File: src/rtl/sw_debounce_pkg.sv
// Shared switch-bank constants for the debounce stage and its consumers.
package sw_debounce_pkg;

  // Debounce window used in simulation builds (short, keeps runs fast)
  localparam int SW_DEBOUNCE_CYCLES_SIM   = 4;
  // Debounce window on the board: 10 ms at 50 MHz
  localparam int SW_DEBOUNCE_CYCLES_BOARD = 500000;
  // Position of the encoder enable switch within the switch vector
  localparam int SW_EN_BIT                = 8;

  // True when a stability window of 'cycles' can be counted in a cnt_w-bit counter
  function automatic bit stable_cycles_ok(input int cycles, input int cnt_w);
    longint lim;
    lim = longint'(1) << cnt_w;
    return (cycles >= 1) && (longint'(cycles) <= lim);
  endfunction

endpackage

File: src/rtl/sw_debounce_bit.sv
// One switch bit: 2-flop synchroniser, stability counter, accepted level
// and single-cycle rise/fall strobes.
module debounce_bit #(
  parameter int CNT_W         = 20,
  parameter int STABLE_CYCLES = 500000
) (
  input  logic clk,
  input  logic rst_n,
  input  logic i_raw,
  output logic o_stable,
  output logic o_rise,
  output logic o_fall,
  output logic o_accept
);

  // Count value reached on the last mismatching edge before acceptance
  localparam logic [CNT_W-1:0] LAST = CNT_W'(STABLE_CYCLES - 1);

  logic             r_s1;
  logic             r_s2;
  logic             r_stb;
  logic [CNT_W-1:0] r_cnt;
  logic             r_rise;
  logic             r_fall;

  logic w_mismatch;
  logic w_accept;

  assign w_mismatch = r_s2 ^ r_stb;
  assign w_accept   = w_mismatch && (r_cnt == LAST);

  // Bring the asynchronous switch level into the clock domain
  always_ff @(posedge clk or negedge rst_n) begin
    if (!rst_n) begin
      r_s1 <= 1'b0;
      r_s2 <= 1'b0;
    end else begin
      r_s1 <= i_raw;
      r_s2 <= r_s1;
    end
  end

  // Count consecutive mismatching cycles; any return to the old level restarts
  always_ff @(posedge clk or negedge rst_n) begin
    if (!rst_n) begin
      r_cnt <= '0;
      r_stb <= 1'b0;
    end else if (!w_mismatch) begin
      r_cnt <= '0;
    end else if (w_accept) begin
      r_cnt <= '0;
      r_stb <= r_s2;
    end else begin
      r_cnt <= r_cnt + CNT_W'(1);
    end
  end

  // Edge strobes are high for the one cycle after the accepting edge
  always_ff @(posedge clk or negedge rst_n) begin
    if (!rst_n) begin
      r_rise <= 1'b0;
      r_fall <= 1'b0;
    end else begin
      r_rise <= w_accept & r_s2;
      r_fall <= w_accept & ~r_s2;
    end
  end

  assign o_stable = r_stb;
  assign o_rise   = r_rise;
  assign o_fall   = r_fall;
  // Combinational acceptance so the top can register 'changed' alongside the strobes
  assign o_accept = w_accept;

endmodule

File: src/rtl/sw_debounce.sv
// Switch-bank conditioning: per-bit debounce plus a registered change strobe.
// Define SW_DEBOUNCE_SIM to default to the short simulation window.
`ifdef SW_DEBOUNCE_SIM
  `define SW_DEBOUNCE_DEFAULT_CYCLES sw_debounce_pkg::SW_DEBOUNCE_CYCLES_SIM
`else
  `define SW_DEBOUNCE_DEFAULT_CYCLES sw_debounce_pkg::SW_DEBOUNCE_CYCLES_BOARD
`endif

module sw_debounce
  import sw_debounce_pkg::*;
#(
  parameter int WIDTH         = 9,
  parameter int CNT_W         = 20,
  parameter int STABLE_CYCLES = `SW_DEBOUNCE_DEFAULT_CYCLES
) (
  input  logic             clk,
  input  logic             rst_n,
  input  logic [WIDTH-1:0] sw_raw,
  output logic [WIDTH-1:0] sw_stable,
  output logic [WIDTH-1:0] rise,
  output logic [WIDTH-1:0] fall,
  output logic             changed
);

  // Reject a window the per-bit counter cannot represent
  if (!stable_cycles_ok(STABLE_CYCLES, CNT_W)) begin : g_bad_window
    $fatal(1, "sw_debounce: STABLE_CYCLES must be in 1..2**CNT_W");
  end

  logic [WIDTH-1:0] w_stable;
  logic [WIDTH-1:0] w_rise;
  logic [WIDTH-1:0] w_fall;
  logic [WIDTH-1:0] w_accept;
  logic             r_changed;

  for (genvar gi = 0; gi < WIDTH; gi++) begin : g_bit
    debounce_bit #(
      .CNT_W         (CNT_W),
      .STABLE_CYCLES (STABLE_CYCLES)
    ) u_bit (
      .clk      (clk),
      .rst_n    (rst_n),
      .i_raw    (sw_raw[gi]),
      .o_stable (w_stable[gi]),
      .o_rise   (w_rise[gi]),
      .o_fall   (w_fall[gi]),
      .o_accept (w_accept[gi])
    );
  end

  // One change pulse per accepting edge, however many bits accepted together
  always_ff @(posedge clk or negedge rst_n) begin
    if (!rst_n) begin
      r_changed <= 1'b0;
    end else begin
      r_changed <= |w_accept;
    end
  end

  assign sw_stable = w_stable;
  assign rise      = w_rise;
  assign fall      = w_fall;
  assign changed   = r_changed;

endmodule
File: config.mk
export PLATFORM = sky130hd
export DESIGN_NAME = sw_debounce
export DESIGN_NICKNAME = d
export VERILOG_FILES = /design/src/rtl/sw_debounce_pkg.sv /design/src/rtl/sw_debounce_bit.sv /design/src/rtl/sw_debounce.sv
export SDC_FILE = /design/constraint.sdc
export NUM_CORES = 1
export LEC_CHECK = 0
export CAP_MARGIN = 20
export CORE_MARGIN = 2
export CORE_UTILIZATION = 55
export DETAILED_ROUTE_END_ITERATION = 10
export PLACE_DENSITY = 0.81
export SLEW_MARGIN = 20
export SYNTH_ARGS = -nofsm -noshare
export SYNTH_HDL_FRONTEND = slang
export SYNTH_SLANG_ARGS = --single-unit
File: constraint.sdc
create_clock -name clk -period 2 [get_ports clk]
set_input_delay 0.3 -clock clk [delete_from_list [all_inputs] [get_ports clk]]
set_output_delay 0.3 -clock clk [all_outputs]
set_load 0.01 [all_outputs]
== Word-level counts from Yosys, hierarchy flattened ==
Cells that the tools add are included.
Operators by class
  $add $sub $neg: 9
  equality and inequality tests: 9
  muxes and demuxes: 18
  bitwise operators: 36
  reductions and logical operators: 19
Operators with widths (count)
  2-to-1 mux 20 bit: 18
  adder 20 x 1 -> 20 bit (second input constant): 9
  == test 20 x 19 -> 1 bit (second input constant): 9
  AND 1 bit: 18
  AND reduction 2 bit: 9
  logical AND 1 bit: 9
  NOT 1 bit: 9
  OR reduction 9 bit: 1
  XOR 1 bit: 9
Word-level totals
  bits in registers: 226
  input bits: 11
  output and inout port bits: 28
  word-level logic and storage cells: 146

== Logic depth before layout (Yosys ltp) ==
Gate-level depths: netlist (run 1).
  word-level depth: 4
  gate-level depth with buffers: 7
  mapped depth without buffers: 6

== Modules after synthesis ==
Synthesis (run 1) repeated with hierarchy kept, for this count alone.
Second synthesis, totals
  cell total of the unflattened synthesis: 1022
  area, all modules: 10607.7 um^2
By module, submodules not included
  debounce_bit: times used 9, cells an instance 113, area each 1173.6 um^2, sequential area each 625.6 um^2
  sw_debounce: times used 1, cells an instance 5, area each 45.0 um^2, sequential area each 25.0 um^2

== Least setup slack after synthesis (run 1) ==
OpenSTA, ideal clock, no wires.
  path type: flip-flop to flip-flop
  start: register g_bit[2].u_bit.r_cnt[0]
  end: register g_bit[2].u_bit.r_cnt[14]
  setup time: 78 ps
  arrival time: 1872 ps
  data required time: 1922 ps
  slack: 50 ps
  cell stages (with the launch flop): 7
  path buffers: 1
  period minus slack after synthesis: 1950 ps
  path through: dfrtp_1 > ha_1 > nand4_4 > or4_1 > buf_2 > or3_1 > a21oi_1
Between the ends
  word-level cells in the longest chain between the ends: 4
  elaborated cells between the ends (all ways): 5
  classes of those cells: add/sub (1); eq/ne (1); mux (2); reduce/logical (1)
RTL lines
  from (decl): RTL line sw_debounce_bit.sv:22  | logic [CNT_W-1:0] r_cnt;
  from (signal assigned): RTL line sw_debounce_bit.sv:54  | r_cnt <= r_cnt + CNT_W'(1);
  branches (longest 2 deep; another with adder 20 x 1 -> 20 bit)
  2-to-1 mux 20 bit (*): RTL line sw_debounce_bit.sv:50  | end else if (w_accept) begin
  2-to-1 mux 20 bit (*): RTL line sw_debounce_bit.sv:48  | end else if (!w_mismatch) begin
Mark *: on every way between the ends.
A chain may end at the register's enable or synchronous reset.

== Final worst setup path (run 1) ==
  start: register g_bit[8].u_bit.r_s2
  end: register g_bit[8].u_bit.r_stb
Between the ends
  word-level cells in the longest chain between the ends: 3
RTL lines
  from (decl): RTL line sw_debounce_bit.sv:20  | logic r_s2;
  from (signal assigned): RTL line sw_debounce_bit.sv:39  | r_s2 <= r_s1;
  XOR 1 bit: RTL line sw_debounce_bit.sv:29  | assign w_mismatch = r_s2 ^ r_stb;
  logical AND 1 bit: RTL line sw_debounce_bit.sv:30  | assign w_accept = w_mismatch && (r_cnt == LAST);
  AND reduction 2 bit (no source line)
  to (signal assigned): RTL line sw_debounce_bit.sv:52  | r_stb <= r_s2;
  to (decl): RTL line sw_debounce_bit.sv:21  | logic r_stb;
Parallel ways exist; a longest one is shown, timed or not.

==> summary.md, run 1 <==
| Metric | Value |
|---|---|
| Pleak | `0.00509 uW` |
| Total Power | `9640 uW` |
| Hold Crit Class | `primary input to flop` |
| WL final | `18.7 mm` |
| Hold worst-path end | `g_bit[3].u_bit.r_s1` |
| GR Overflow Total | `0` |
| Largest net degree at the start of global routing | `62` |
| Critical R2R Launch | `g_bit[8].u_bit.r_s2` |
| Routed len/inst | `14.0 um` |
| Critical path endpoint category | `flop` |
| Netlist Area Pre-Place | `10400 sq um` |
| Hold wc startpoint | `sw_raw[3]` |
| Setup Viol. Count Final | `0` |
| Area delta synth->final | `16.4%` |
| Detailed Place HPWL | `12.2 mm` |
| Core Region | `18600 sq um` |
| Final period util | `97.4%` |
| CP required | `2.39 ns` |
| Worst skew pair latency | `0.52 ns` |
| Worst Hold Depth | `1` |
| Drt pass-1 iters | `6` |
| Pint | `7590 uW` |
| Crit-path max FO | `5` |
| Psw | `2050 uW` |
| Inserted Clock Buffers | `24` |
| Std-Cell Rows | `50` |
| Clk pwr share | `47.9%` |
| First-pass GRT wire length | `32.6 mm` |
| Port Buffer Count | `38` |
| Nets@finish | `1102` |
| Worst VDD drop | `0.719 mV` |
| Worst Tran Pin Value | `0.509 ns` |
| Ports | `39` |
| R2R Setup Slk | `0.05 ns` |
| # diodes | `0` |
| Syn Area/Cell | `10.1 sq um` |
| GRT Overall Usage | `19.5%` |
| Yosys cell types | `35` |
| Sequential share of the synthesized area | `54.5%` |
| TritonCTS clock tree | `built` |
| Root Buffer Master | `clkbuf_16` |
| Via count | `7152` |
| Status | `complete, no violations` |
| PwrDens | `798 nW/um^2` |
| Worst Setup Start Kind | `flop` |
| TritonCTS Sinks | `226` |
| Final slew viol count | `0` |
| Post-route cell area | `12100 sq um` |
| Max Fclk | `0.513 GHz` |
| Setup Skew | `0.0136 ns` |
| Initial antenna violation count | `0` |
| YS warnings | `0` |
| Worst R2R Path Depth | `5` |
| Die H | `141 um` |
| DRC | `0` |
| Synthesized flop and latch total | `226` |
| Initial Utilization | `55.7%` |
| H-tree levels | `1` |
| Die area | `20000 sq um` |
| Die Wd | `141 um` |
| RD Place Congestion | `0.839` |
| Reg-to-Reg End | `g_bit[8].u_bit.o_stable` |
| Clock Path Buffers | `3` |
| WP data arrival | `2.34 ns` |
| Fin crit period | `1.95 ns` |
| Initial DRC Count | `235` |
| Switching share of power | `21.3%` |
| Register share of total power | `48.7%` |
| Antenna-violating nets left | `0` |
| Worst-path clk slew | `0.06 ns` |
| MaxCap Viol Count | `0` |
| Mapped Nets | `1048` |
| Cells after synthesis | `1028` |
| Relative slew slack | `66.1%` |
| Endpoints failing hold | `0` |
| Placed inst area | `11100 sq um` |
| Part of the power in combinational logic | `3.4%` |
| Share of cells above drive strength 1 | `10.9%` |
| Vias in the first global route | `7141` |
| Vias per Instance | `5.36` |
| Setup Crit Path Kind | `flop to flop` |
## Yosys cell counts, drive strengths merged
master  number  share of area (%)
and2         7               0.42
or3         14               0.84
nand2       60                2.2
nor4        23                1.5
nor4b       12                1.0
nor3b        2               0.14
or2          5               0.30
nor3        44                2.1
a21o         2               0.14
ha           9                1.1
nand3       60                2.9
nor2b        2               0.12
nand4       38                2.6
and4         8               0.67
buf         34                2.4
xnor2       97                8.2
xor2        65                5.5
nor2       210                7.6
and3        16               0.96
nor4bb       2               0.19
clkbuf      19               0.69
mux2         7               0.76
a21oi        9               0.43
o31ai        6               0.43
inv         34                1.2
o21ai        9               0.43
dfrtp      226                 54
or4          8               0.58
## registers in the layout, summed over array words and instances (netlist names)
| name | flops |
|---|---|
| g_bit.u_bit.r_cnt | 180 |
| g_bit.u_bit.o_rise | 9 |
| changed | 1 |
| g_bit.u_bit.o_fall | 9 |
| g_bit.u_bit.r_s1 | 9 |
| g_bit.u_bit.r_s2 | 9 |
| g_bit.u_bit.o_stable | 9 |
## how the worst max path moves through the flow
stage	start	cells past startpoint	slack, ns	endpoint
floorplan	g_bit[2].u_bit.r_cnt[0]	6	0.05	g_bit[2].u_bit.r_cnt[14]
global placement	g_bit[2].u_bit.r_cnt[0]	5	0.07	g_bit[2].u_bit.r_cnt[14]
detailed placement	g_bit[2].u_bit.r_cnt[0]	6	-0.03	g_bit[2].u_bit.r_cnt[16]
CTS	g_bit[7].u_bit.r_cnt[1]	5	0.002	g_bit[7].u_bit.r_cnt[14]
global route	g_bit[8].u_bit.r_s2	5	-0.005	g_bit[8].u_bit.o_stable
finish	g_bit[8].u_bit.r_s2	5	0.05	g_bit[8].u_bit.o_stable
## logic make-up (layout without fill, tap and decap cells)
| logic type | count (synthesis) | count (layout) | share of synthesized area (%) |
|---|---|---|---|
| simple gates | 511 | 511 | 24.2 |
| mux | 7 | 7 | 0.759 |
| flops | 226 | 226 | 54.5 |
| fa+ha+maj | 9 | 9 | 1.08 |
| compound gates | 26 | 26 | 1.45 |
| xor+xnor | 162 | 162 | 13.7 |
| buf+inv | 87 | 159 | 4.33 |
## cell usage in the layout, fill, tap and decap left out, types with 3 or more instances in the layout
master	instances
o31ai_2	6
buf_12	6
clkdlybuf4s50_1	37
o21ai_0	9
or2_2	4
buf_4	36
or3_1	14
nor3_1	39
nor4b_1	11
nand3_1	60
and3_1	16
nor2_1	210
or4_1	5
nand4_1	35
xnor2_1	97
and2_1	7
nand2_1	58
clkbuf_16	25
and4_1	8
nor3_2	5
clkbuf_8	8
or4_4	3
ha_1	6
inv_1	34
mux2_2	7
nor4_1	22
dfrtp_1	226
xor2_1	65
clkinvlp_4	4
a21oi_1	9
## area by class of cell
| cell class | count | area (sq um) |
|---|---|---|
| fillers | 1423 | 6560 |
| flip-flops and latches | 226 | 5660 |
| multi-input cells | 715 | 4370 |
| repair buffers | 81 | 786 |
| clock buffers | 35 | 743 |
| well taps | 234 | 293 |
| inverters | 34 | 128 |
| clock inverters | 9 | 109 |
## power groups by stage
stage / clock network, uW / registers [uW] / logic [uW]
floorplan: 0 / 4770 / 136
global placement: 0 / 4770 / 316
detailed placement: 0 / 4780 / 324
CTS: 4740 / 4700 / 330
global route: 4930 / 4710 / 374
finish: 4620 / 4700 / 324
## critical path, cell delays in order, from the launching register on
cell and delay, ns:
dfrtp_1 0.41, xnor2_1 0.17, or4_1 0.47, nor4_4 0.31
buf_4 0.17, mux2_2 0.31
## metrics by stage
stage          hold slack (ns)  instances  utilization [%]  worst slack [ns]  setup TNS, ns
6_report                 0.225       1334             64.8            0.0511              0
5_1_grt                  0.210       1334             64.8          -0.00477       -0.00481
4_1_cts                  0.209       1332             64.4           0.00185              0
3_5_place_dp             0.286       1287             59.8           -0.0346        -0.0346
3_3_place_gp             0.283       1287             59.8            0.0669              0
2_1_floorplan          0.00441       1028                -            0.0502              0
## layer usage
metal  part of all wire [%]  up-vias  global-route usage (%)
met1                     46     3490                    26.5
met5                      0        -                       0
met3                    3.2       37                    3.17
li1                       -     3531                       -
met2                     48       94                    32.8
met4                    2.3        0                    5.26
## timing repair
item	in CTS	in global routing
hold buffers	1	0
setup endpoints to repair	2	38
resized for setup	2	11
buffers inserted	0	2
pin swaps	0	3
hold endpoints to repair	55	0
Note: power is estimated with default switching activity, not from simulation.
==> run 2: changes to the inputs <==
--- a/config.mk
+++ b/config.mk
@@ -10,7 +10,7 @@
 export CORE_UTILIZATION = 55
 export DETAILED_ROUTE_END_ITERATION = 10
 export PLACE_DENSITY = 0.81
-export SLEW_MARGIN = 20
+export SLEW_MARGIN = 5
 export SYNTH_ARGS = -nofsm -noshare
 export SYNTH_HDL_FRONTEND = slang
 export SYNTH_SLANG_ARGS = --single-unit
==> results of run 2 <==
Same layout as run 1: the final DEF is identical, and so are final timing and power.
==> run 3: changes to the inputs <==
--- a/config.mk
+++ b/config.mk
@@ -9,8 +9,9 @@
 export CORE_MARGIN = 2
 export CORE_UTILIZATION = 55
 export DETAILED_ROUTE_END_ITERATION = 10
-export PLACE_DENSITY = 0.81
+export PLACE_DENSITY = 0.82
 export SLEW_MARGIN = 5
 export SYNTH_ARGS = -nofsm -noshare
 export SYNTH_HDL_FRONTEND = slang
+export SYNTH_HIERARCHICAL = 1
 export SYNTH_SLANG_ARGS = --single-unit
==> summary.md, run 3 <==
| Metric | Value |
|---|---|
| Worst Setup Start Kind | `flop` |
| Gr busiest metal | `met2` |
| Hold Crit Class | `primary input to flop` |
| Worst VDD drop | `0.579 mV` |
| Worst skew pair latency | `0.52 ns` |
| Pleak | `0.00493 uW` |
| Clock Path Buffers | `3` |
| Clk pwr share | `47.5%` |
| Nets@finish | `1124` |
| GR Overflow Total | `0` |
| Via count | `7859` |
| Setup Crit Path Kind | `flop to flop` |
| MaxCap Viol Count | `0` |
| Psw | `2050 uW` |
| Reg-to-Reg End | `g_bit[3].u_bit/o_stable` |
| Area delta synth->final | `16.9%` |
| Worst setup endpoint | `g_bit[3].u_bit/o_stable` |
| Met3 Use GR | `3.02%` |
| Drt pass-1 iters | `6` |
| WP data arrival | `2.33 ns` |
| CP required | `2.41 ns` |
| Fin cells | `1380` |
| GRT Overall Usage | `20.9%` |
| Placed inst area | `11500 sq um` |
| Worst Tran Pin Value | `0.498 ns` |
| Die Wd | `143 um` |
| Inserted Clock Buffers | `24` |
| Fillers | `1389` |
| Pint | `7510 uW` |
| Routed len/inst | `15.1 um` |
| Initial antenna violation count | `0` |
| Die H | `143 um` |
| Crit-path max FO | `6` |
| Critical R2R Launch | `g_bit[3].u_bit/r_cnt[0]` |
| RD Place Congestion | `0.820` |
| Initial Utilization | `56.3%` |
| Final Worst Setup Slack | `0.0820 ns` |
| Post-route cell area | `12400 sq um` |
| Detailed Place HPWL | `13.6 mm` |
| Vias in the first global route | `7570` |
| WL final | `20.8 mm` |
| Register area | `5660 sq um` |
| Yosys cell types | `27` |
| Top post-synthesis cells by area | `dfrtp_1 53%, xnor2_1 8.2%, nor2_1 5.4%` |
| Vias per Instance | `5.69` |
| Post-Place Setup Slack | `0.0619 ns` |
| Status | `complete, no violations` |
| Post-synth EDFFs | `0` |
| Ports | `39` |
| Sequential share of the synthesized area | `53.3%` |
| PwrDens | `771 nW/um^2` |
| Die area | `20400 sq um` |
| Final setup TNS | `0 ns` |
| DP Cell Count | `1335` |
| Core Region | `18800 sq um` |
| YS warnings | `6` |
| Part of the power in combinational logic | `3.3%` |
| TritonCTS clock tree | `built` |
| Worst Setup SP | `g_bit[3].u_bit/r_cnt[0]` |
| Worst R2R Path Depth | `5` |
| First-pass GRT wire length | `35.5 mm` |
| Synth top area share | `53.3%` |
| Dominant synthesized flop cell | `dfrtp_1` |
| Setup Viol. Count Final | `0` |
| Commonest cells in the netlist | `226 x dfrtp_1, 154 x nor2_1, 99 x xnor2_1` |
| Root Buffer Master | `clkbuf_16` |
| Max reg flops | `180` |
| Synthesized flop and latch total | `226` |
| Netlist Area Pre-Place | `10600 sq um` |
| Commonest cells after routing, fill and taps aside | `226 x dfrtp_1, 154 x nor2_1, 99 x xnor2_1` |
| # diodes | `0` |
| Port Buffer Count | `38` |
| RSZ-0062 raised after global routing | `no` |
| Syn Area/Cell | `10.4 sq um` |
| Cell taking the most area after synthesis | `dfrtp_1` |
| Std-Cell Rows | `50` |
| Mapped Nets | `1042` |
| R2R Setup Slk | `0.08 ns` |
| Worst-path clk slew | `0.06 ns` |
| Max Fclk | `0.521 GHz` |
| DRC | `0` |
| Largest Register | `g_bit.u_bit/r_cnt` |
| Setup Skew | `0.0242 ns` |
| Commonest non-fill, non-tap cell in the layout | `dfrtp_1` |
| Critical path endpoint category | `flop` |
| Switching share of power | `21.4%` |
| Antenna-violating nets left | `0` |
| Footprint of the multi-input gates | `4780 sq um` |
| Endpoints failing hold | `0` |
| Initial DRC Count | `512` |
| TritonCTS Sinks | `226` |
| Cells after synthesis | `1022` |
| Relative slew slack | `66.5%` |
| Async SR Flop Fraction | `100%` |
| Final slew viol count | `0` |
| Fin crit period | `1.92 ns` |
| Register share of total power | `49.1%` |
| Largest net degree at the start of global routing | `52` |
| Met1 usage | `29.0%` |
| Share of cells above drive strength 1 | `11.8%` |
| Final period util | `95.9%` |
| H-tree levels | `1` |
| Met2 Usage GRT | `34.8%` |
| Most frequent cell after synthesis | `dfrtp_1` |
run 3: cell count changes in the layout (fill, tap and decap cells not counted), moves of 8 or more:
cell      previous run  this run
or4_1                5        27
or2_2                4        18
and3_1              16         0
nor4_1              22        54
a21oi_1              9        36
o31ai_1              0        18
o21bai_2             0         8
nor3_1              39        28
xor2_1              65        36
nor2_1             210       154
o21ai_1              0         9
or3_1               14        27
run 3: cell type report:
class	count	area share [%]
clock buffer	29	5.08
sequential	226	45.6
timing repair buffer	74	5.81
inverter	27	0.818
tap	260	2.62
multi-input combinational	751	38.6
clock inverter	13	1.46
run 3: logic make-up (layout without fill, tap and decap cells):
logic type      after synthesis  in the layout  share of synthesized area (%)
fa+ha+maj                     9              9                           1.06
mux                           9              9                          0.955
simple gates                517            517                           26.9
xor+xnor                    135            135                           11.1
buf+inv                      45            143                           1.80
compound gates               81             81                           4.78
flops                       226            226                           53.3
run 3: how the worst min path moves through the flow:
stage / from / slack [ns] / to / cells past startpoint
finish: sw_raw[6] / 0.21 / g_bit[6].u_bit/r_s1 / 1
global route: sw_raw[3] / 0.20 / g_bit[3].u_bit/r_s1 / 1
CTS: sw_raw[6] / 0.21 / g_bit[6].u_bit/r_s1 / 1
detailed placement: rst_n / 0.22 / g_bit[4].u_bit/o_fall / 1
global placement: rst_n / 0.22 / g_bit[4].u_bit/o_fall / 1
floorplan: rst_n / 0.004 / changed / 0
run 3: what timing repair did:
action | in CTS | in global routing
endpoints found under the hold margin | 40 | 0
endpoints found under the setup margin | 0 | 9
hold buffers | 1 | 0
resized for setup | 0 | 5
setup buffers | 0 | 2
run 3: through the flow:
step	hold WS, ns	power (uW)	utilization (%)
5_1_grt	0.203	9920	65.8
3_3_place_gp	0.223	5080	61.3
6_report	0.215	9560	65.8
2_1_floorplan	0.00441	4900	-
3_5_place_dp	0.222	5100	61.3
4_1_cts	0.209	9650	65.6
run 3: power by group through the flow:
stage                     logic, uW  clock network [uW]  registers (uW)
final                           320                4540            4700
after floorplan                 137                   0            4770
after detailed placement        320                   0            4780
after global placement          311                   0            4770
after CTS                       325                4630            4700
after global routing            370                4840            4700
run 3: worst max-delay path, stage by stage, from the launching register on:
cell     delay, ns
dfrtp_1       0.39
ha_2          0.23
nand4_1       0.22
or2_2         0.41
nor3_2        0.19
mux2_2        0.36
run 3: layer usage:
| metal | vias to the layer above | share of wire, % | wire [um] |
|---|---|---|---|
| met4 | 0 | 2.1 | 432 |
| met1 | 3855 | 46 | 9580 |
| met2 | 150 | 48 | 10000 |
| met5 | - | 0 | 0 |
| li1 | 3811 | - | - |
| met3 | 43 | 3.9 | 813 |
